## src/rtl/md5_step_engine.sv

```systemverilog
// md5_step_engine: MD5 compression of one 512-bit block, one step per clock.
// Latency: start sampled at E0, steps at E1..E64, final add at E65, done in the following cycle.
// Backpressure: none; start is ignored while busy and nothing is queued.
//
// Ports:
//   clk, rst_n         rising-edge clock, synchronous active-low reset
//   start              begin hashing msg_in with chain_in (accepted only when idle)
//   msg_in, chain_in   block words M[0..15] and chaining value A..D (latched on start)
//   s_addr / s_data    step index out, rotation amount back (bits [4:0] only)
//   k_addr / k_data    step index out, additive constant back
//   busy, done         run in progress / one-cycle completion pulse
//   digest_out         chain_in + final a..d, held until the next done or reset
module md5_step_engine (
  input  logic         clk,
  input  logic         rst_n,
  input  logic         start,
  input  logic [511:0] msg_in,
  input  logic [127:0] chain_in,
  output logic [5:0]   s_addr,
  input  logic [31:0]  s_data,
  output logic [5:0]   k_addr,
  input  logic [31:0]  k_data,
  output logic         busy,
  output logic         done,
  output logic [127:0] digest_out
);

  localparam logic [1:0] ST_IDLE = 2'd0;
  localparam logic [1:0] ST_RUN  = 2'd1;
  localparam logic [1:0] ST_ADD  = 2'd2;

  logic [1:0]   state_q, state_d;
  logic [5:0]   cnt_q, cnt_d;
  logic [31:0]  a_q, a_d, b_q, b_d, c_q, c_d, d_q, d_d;
  logic [511:0] msg_q, msg_d;
  logic [127:0] chain_q, chain_d;
  logic [127:0] digest_q, digest_d;
  logic         done_q, done_d;

  // Step datapath signals
  logic [3:0]   i4;
  logic [3:0]   g;
  logic [31:0]  f;
  logic [31:0]  m_word;
  logic [31:0]  tmp;
  logic [63:0]  rot_dbl;
  logic [31:0]  rot;

  // Only the low five bits of the shift table are meaningful.
  logic         unused_s_hi;
  assign unused_s_hi = ^s_data[31:5];

  assign s_addr     = cnt_q;
  assign k_addr     = cnt_q;
  assign busy       = (state_q == ST_RUN) || (state_q == ST_ADD);
  assign done       = done_q;
  assign digest_out = digest_q;

  // Round function and message word index. The g multiplies only need
  // i mod 16, so they are done in 4-bit arithmetic and wrap naturally.
  always_comb begin
    i4 = cnt_q[3:0];
    f  = '0;
    g  = '0;
    case (cnt_q[5:4])
      2'd0: begin
        f = (b_q & c_q) | (~b_q & d_q);
        g = i4;
      end
      2'd1: begin
        f = (d_q & b_q) | (~d_q & c_q);
        g = i4 + {i4[1:0], 2'b00} + 4'd1;   // 5i + 1
      end
      2'd2: begin
        f = b_q ^ c_q ^ d_q;
        g = i4 + {i4[2:0], 1'b0} + 4'd5;    // 3i + 5
      end
      default: begin
        f = c_q ^ (b_q | ~d_q);
        g = {i4[0], 3'b000} - i4;           // 8i - i
      end
    endcase
    m_word  = msg_q[{g, 5'b00000} +: 32];
    tmp     = a_q + f + k_data + m_word;
    // Rotate by shifting a doubled word; amount 0 leaves tmp unchanged.
    rot_dbl = {tmp, tmp} << s_data[4:0];
    rot     = rot_dbl[63:32];
  end

  always_comb begin
    state_d  = state_q;
    cnt_d    = cnt_q;
    a_d      = a_q;
    b_d      = b_q;
    c_d      = c_q;
    d_d      = d_q;
    msg_d    = msg_q;
    chain_d  = chain_q;
    digest_d = digest_q;
    done_d   = 1'b0;
    case (state_q)
      ST_IDLE: begin
        if (start) begin
          msg_d   = msg_in;
          chain_d = chain_in;
          a_d     = chain_in[31:0];
          b_d     = chain_in[63:32];
          c_d     = chain_in[95:64];
          d_d     = chain_in[127:96];
          cnt_d   = 6'd0;
          state_d = ST_RUN;
        end
      end
      ST_RUN: begin
        a_d = d_q;
        d_d = c_q;
        c_d = b_q;
        b_d = b_q + rot;
        if (cnt_q == 6'd63) begin
          state_d = ST_ADD;
        end else begin
          cnt_d = cnt_q + 6'd1;
        end
      end
      ST_ADD: begin
        digest_d = {chain_q[127:96] + d_q, chain_q[95:64] + c_q,
                    chain_q[63:32]  + b_q, chain_q[31:0]  + a_q};
        done_d   = 1'b1;
        cnt_d    = 6'd0;
        state_d  = ST_IDLE;
      end
      default: begin
        cnt_d   = 6'd0;
        state_d = ST_IDLE;
      end
    endcase
  end

  always_ff @(posedge clk) begin
    if (!rst_n) begin
      state_q  <= ST_IDLE;
      cnt_q    <= '0;
      a_q      <= '0;
      b_q      <= '0;
      c_q      <= '0;
      d_q      <= '0;
      msg_q    <= '0;
      chain_q  <= '0;
      digest_q <= '0;
      done_q   <= 1'b0;
    end else begin
      state_q  <= state_d;
      cnt_q    <= cnt_d;
      a_q      <= a_d;
      b_q      <= b_d;
      c_q      <= c_d;
      d_q      <= d_d;
      msg_q    <= msg_d;
      chain_q  <= chain_d;
      digest_q <= digest_d;
      done_q   <= done_d;
    end
  end

endmodule
```

## config.mk

```make
export PLATFORM = sky130hd
export DESIGN_NAME = md5_step_engine
export DESIGN_NICKNAME = d
export VERILOG_FILES = /design/src/rtl/md5_step_engine.sv
export SDC_FILE = /design/constraint.sdc
export NUM_CORES = 2
export LEC_CHECK = 0
export CORE_AREA = 2 2 334 336
export DETAILED_ROUTE_END_ITERATION = 10
export DIE_AREA = 0 0 336 338
export PLACE_DENSITY = 0.68
export SLEW_MARGIN = 0
export SYNTH_ARGS = -nofsm -noshare
export SYNTH_HDL_FRONTEND = slang
export SYNTH_SLANG_ARGS = --single-unit
```

## constraint.sdc

```tcl
create_clock -name clk -period 13.1 [get_ports clk]
set_input_delay 2.62 -clock clk [delete_from_list [all_inputs] [get_ports clk]]
set_output_delay 2.62 -clock clk [all_outputs]
set_load 0.02 [all_outputs]
```

==> impl_metrics.py <==
metrics = {
    "status": {
        "status": "complete, no violations",
    },
    "clock_tree": {
        "clk_pin_slew_ns": 0.06,
        "clockBufferDepth": 3,
        "post_cts_resized": 0,
        "cts_max_level": 3,
        "postCtsHoldBufs": 0,
        "cts_sinks": 905,
        "cts-root-buf": "clkbuf_16",
        "cts_made_buffers": 102,
        "cts_setup_buffers": 0,
        "cts_tree": "yes",
        "insertion_delay_ns": 0.72,
    },
    "floorplanning": {
        "fp-row-count": 122,
        "start_util": 0.466,
        "die_x_um": 336,
        "core-area_sq_um": 110000,
        "die_height_um": 338,
        "pin_count": 849,
        "dieArea_sq_um": 114000,
    },
    "logic_synthesis": {
        "ys_warn_count": 0,
        "ys_seq_elements": 905,
        "synth_top_area_cell": "dfxtp_1",
        "synthesis.nets": 7597,
        "ys_types": 84,
        "synthFlopType": "dfxtp_1",
        "synthArstFlopShare": 0,
        "synth_top_cell_area_share": 0.353,
        "syn_area_per_cell_sq_um": 7.75,
        "synthTopCellsByArea": "dfxtp_1, nand2_1, a21oi_1",
        "syn_area_sq_um": 51300,
        "synth_edf_count": 0,
        "yosysSeqAreaShare": 0.353,
        "syn_inst": 6623,
    },
    "global_routing": {
        "grt_use_total": 0.340,
        "antenna_found_initial": 65,
        "grt_first_pass_wirelength_um": 290000,
        "gr-total-overflow": 0,
        "grt_max_degree": 210,
        "grt_pass1_vias": 46200,
    },
    "place": {
        "dp_hpwl_um": 151000,
        "gp_congestion": 0.957,
        "postPlaceCellArea_sq_um": 60300,
        "port_buffers": 821,
    },
    "drt": {
        "via_per_inst": 5.71,
        "num_vias": 50100,
        "drt_wl_total_um": 202000,
        "first_iter_violations": 4916,
        "final_antenna_net_count": 0,
        "dr.pass1.iters": 6,
        "route.detailed.drc": 0,
        "wl_per_cell_um": 23.0,
    },
    "layout": {
        "finalNetCount": 8120,
        "final_core_utilization": 0.582,
        "fin_area_sq_um": 64100,
        "drive_gt1_frac": 0.0413,
        "syn_to_final_growth_pct": 24.8,
    },
    "setup_path": {
        "end_kind": "flip-flop",
        "crit_type": "flip-flop to flip-flop",
        "critPathArrivalTime_ns": 11.89,
        "worstPathMaxFanout": 20,
        "crit_required_ns": 13.62,
        "cp_slowest_cell": "dfxtp_1",
        "critical-path-max-stage-delay_ns": 0.80,
        "cp_common_cell": "a21oi_1",
        "crit_path_start_kind": "flip-flop",
    },
    "sta": {
        "final_max_slew_viol_count": 0,
        "post-route-period-util": 0.868,
        "setup_viol": 0,
        "tns_ns": 0,
        "tightest_slew_ns": 1.28,
        "skew_ns": 0.0483,
        "max_freq_ghz": 0.0879,
        "period_needed_ns": 11.37,
        "timing.slew.headroom": 0.135,
        "finalHoldViolations": 0,
        "rsz0062_at_grt": "no",
    },
    "worst_hold_path": {
        "min_path_type": "flip-flop to flip-flop",
    },
    "pwr": {
        "p_total_uw": 9400,
        "peakVddDrop_mv": 0.122,
        "power.density_nw_per_um2": 147,
        "p_leak_uw": 0.0260,
    },
    "run": {
        "maxCapViolations": 0,
    },
}
==> registers in the layout (all words and copies together) (netlist names) <==
signal	flops
a_q	32
msg_q	512
d_q	32
state_q	2
done	1
digest_out	128
c_q	32
k_addr	6
b_q	32
chain_q	128
==> final timing paths <==
kind	startpoint	to	slack, ns	cells past startpoint
setup / recovery	k_addr[0]$_SDFFE_PN0P_	b_q[30]$_SDFFE_PN0P_	1.73	41
hold / removal	msg_q[434]$_SDFFE_PN0P_	msg_q[434]$_SDFFE_PN0P_	0.45	2
setup reg to reg	k_addr[0]$_SDFFE_PN0P_	b_q[30]$_SDFFE_PN0P_	1.73	41
hold reg to reg	msg_q[434]$_SDFFE_PN0P_	msg_q[434]$_SDFFE_PN0P_	0.45	2
==> synth_stat cells, drive strengths merged (68+ instances only) <==
library cell	count
a211oi	308
a21o	107
a21oi	1000
buf	70
clkbuf	398
dfxtp	905
fa	68
ha	199
inv	214
mux2i	406
nand2	1565
nor2	418
nor2b	119
o21ai	157
xnor2	153
==> stage by stage <==
| step | setup WS (ns) | hold WS [ns] | std cells |
|---|---|---|---|
| final | 1.73 | 0.450 | 8780 |
| after global routing | 1.14 | 0.463 | 8774 |
| after CTS | 1.91 | 0.450 | 8722 |
| after detailed placement | 1.77 | 0.442 | 8530 |
| after global placement | 1.78 | 0.437 | 8530 |
| after floorplan | 3.66 | 0.432 | 6623 |
==> cells in the final DEF (no fill, tap or decap), types with 32 or more instances in the layout <==
| cell type | n |
|---|---|
| xor2_1 | 50 |
| buf_4 | 56 |
| xnor2_1 | 152 |
| fa_1 | 68 |
| clkdlybuf4s50_1 | 821 |
| nor2b_1 | 119 |
| dfxtp_1 | 903 |
| ha_1 | 197 |
| clkbuf_16 | 104 |
| inv_1 | 211 |
| o21a_1 | 37 |
| nor2_1 | 417 |
| diode_2 | 58 |
| nand2_1 | 1564 |
| o22ai_1 | 33 |
| a21o_1 | 107 |
| a311oi_1 | 32 |
| a211oi_1 | 308 |
| nor3_1 | 43 |
| mux2i_1 | 406 |
| a21oi_1 | 999 |
| o21ai_0 | 148 |
==> power by group <==
| group | internal [uW] | switching, uW |
|---|---|---|
| sequential | 2940 | 227 |
| clock | 1780 | 1260 |
| combinational | 1310 | 1890 |
==> cell type report <==
type,instances,area (sq um)
diodes,58,145
clock buffers,154,3060
clock inverters,38,527
fillers,10300,46000
inverters,215,815
multi-input cells,5035,30700
flip-flops and latches,905,18100
well taps,1488,1860
repair buffers,887,8840
==> critical path: cells and delay by family (launching register included) <==
kind	cells	cell delay (ns)
AO/OA/AOI/OAI	18	4.24
XOR/XNOR	2	0.32
adder cells (fa/ha/maj)	6	2.22
buffers and inverters	4	0.87
flip-flops	1	0.80
multiplexers	4	1.03
AND/OR/NAND/NOR	7	1.66
==> metal layers <==
metal  wire [um]  GRT usage  vias to the layer above  share of wire
met1       85200      0.442                    23800           0.42
met4       10100      0.176                        8          0.050
met2       91000      0.534                     1975           0.45
met5          47          0                        -        0.00023
li1            -          -                    23900              -
met3       16000     0.0706                      417          0.079
==> cells by family after synthesis <==
family	after synthesis	share of synthesized area
compound gates	1861	0.220
xor+xnor	203	0.0348
fa+ha+maj	267	0.0750
buf+inv	683	0.0508
flops	905	0.353
mux	431	0.0875
simple gates	2273	0.179
Note: power is estimated with default switching activity, not from simulation.
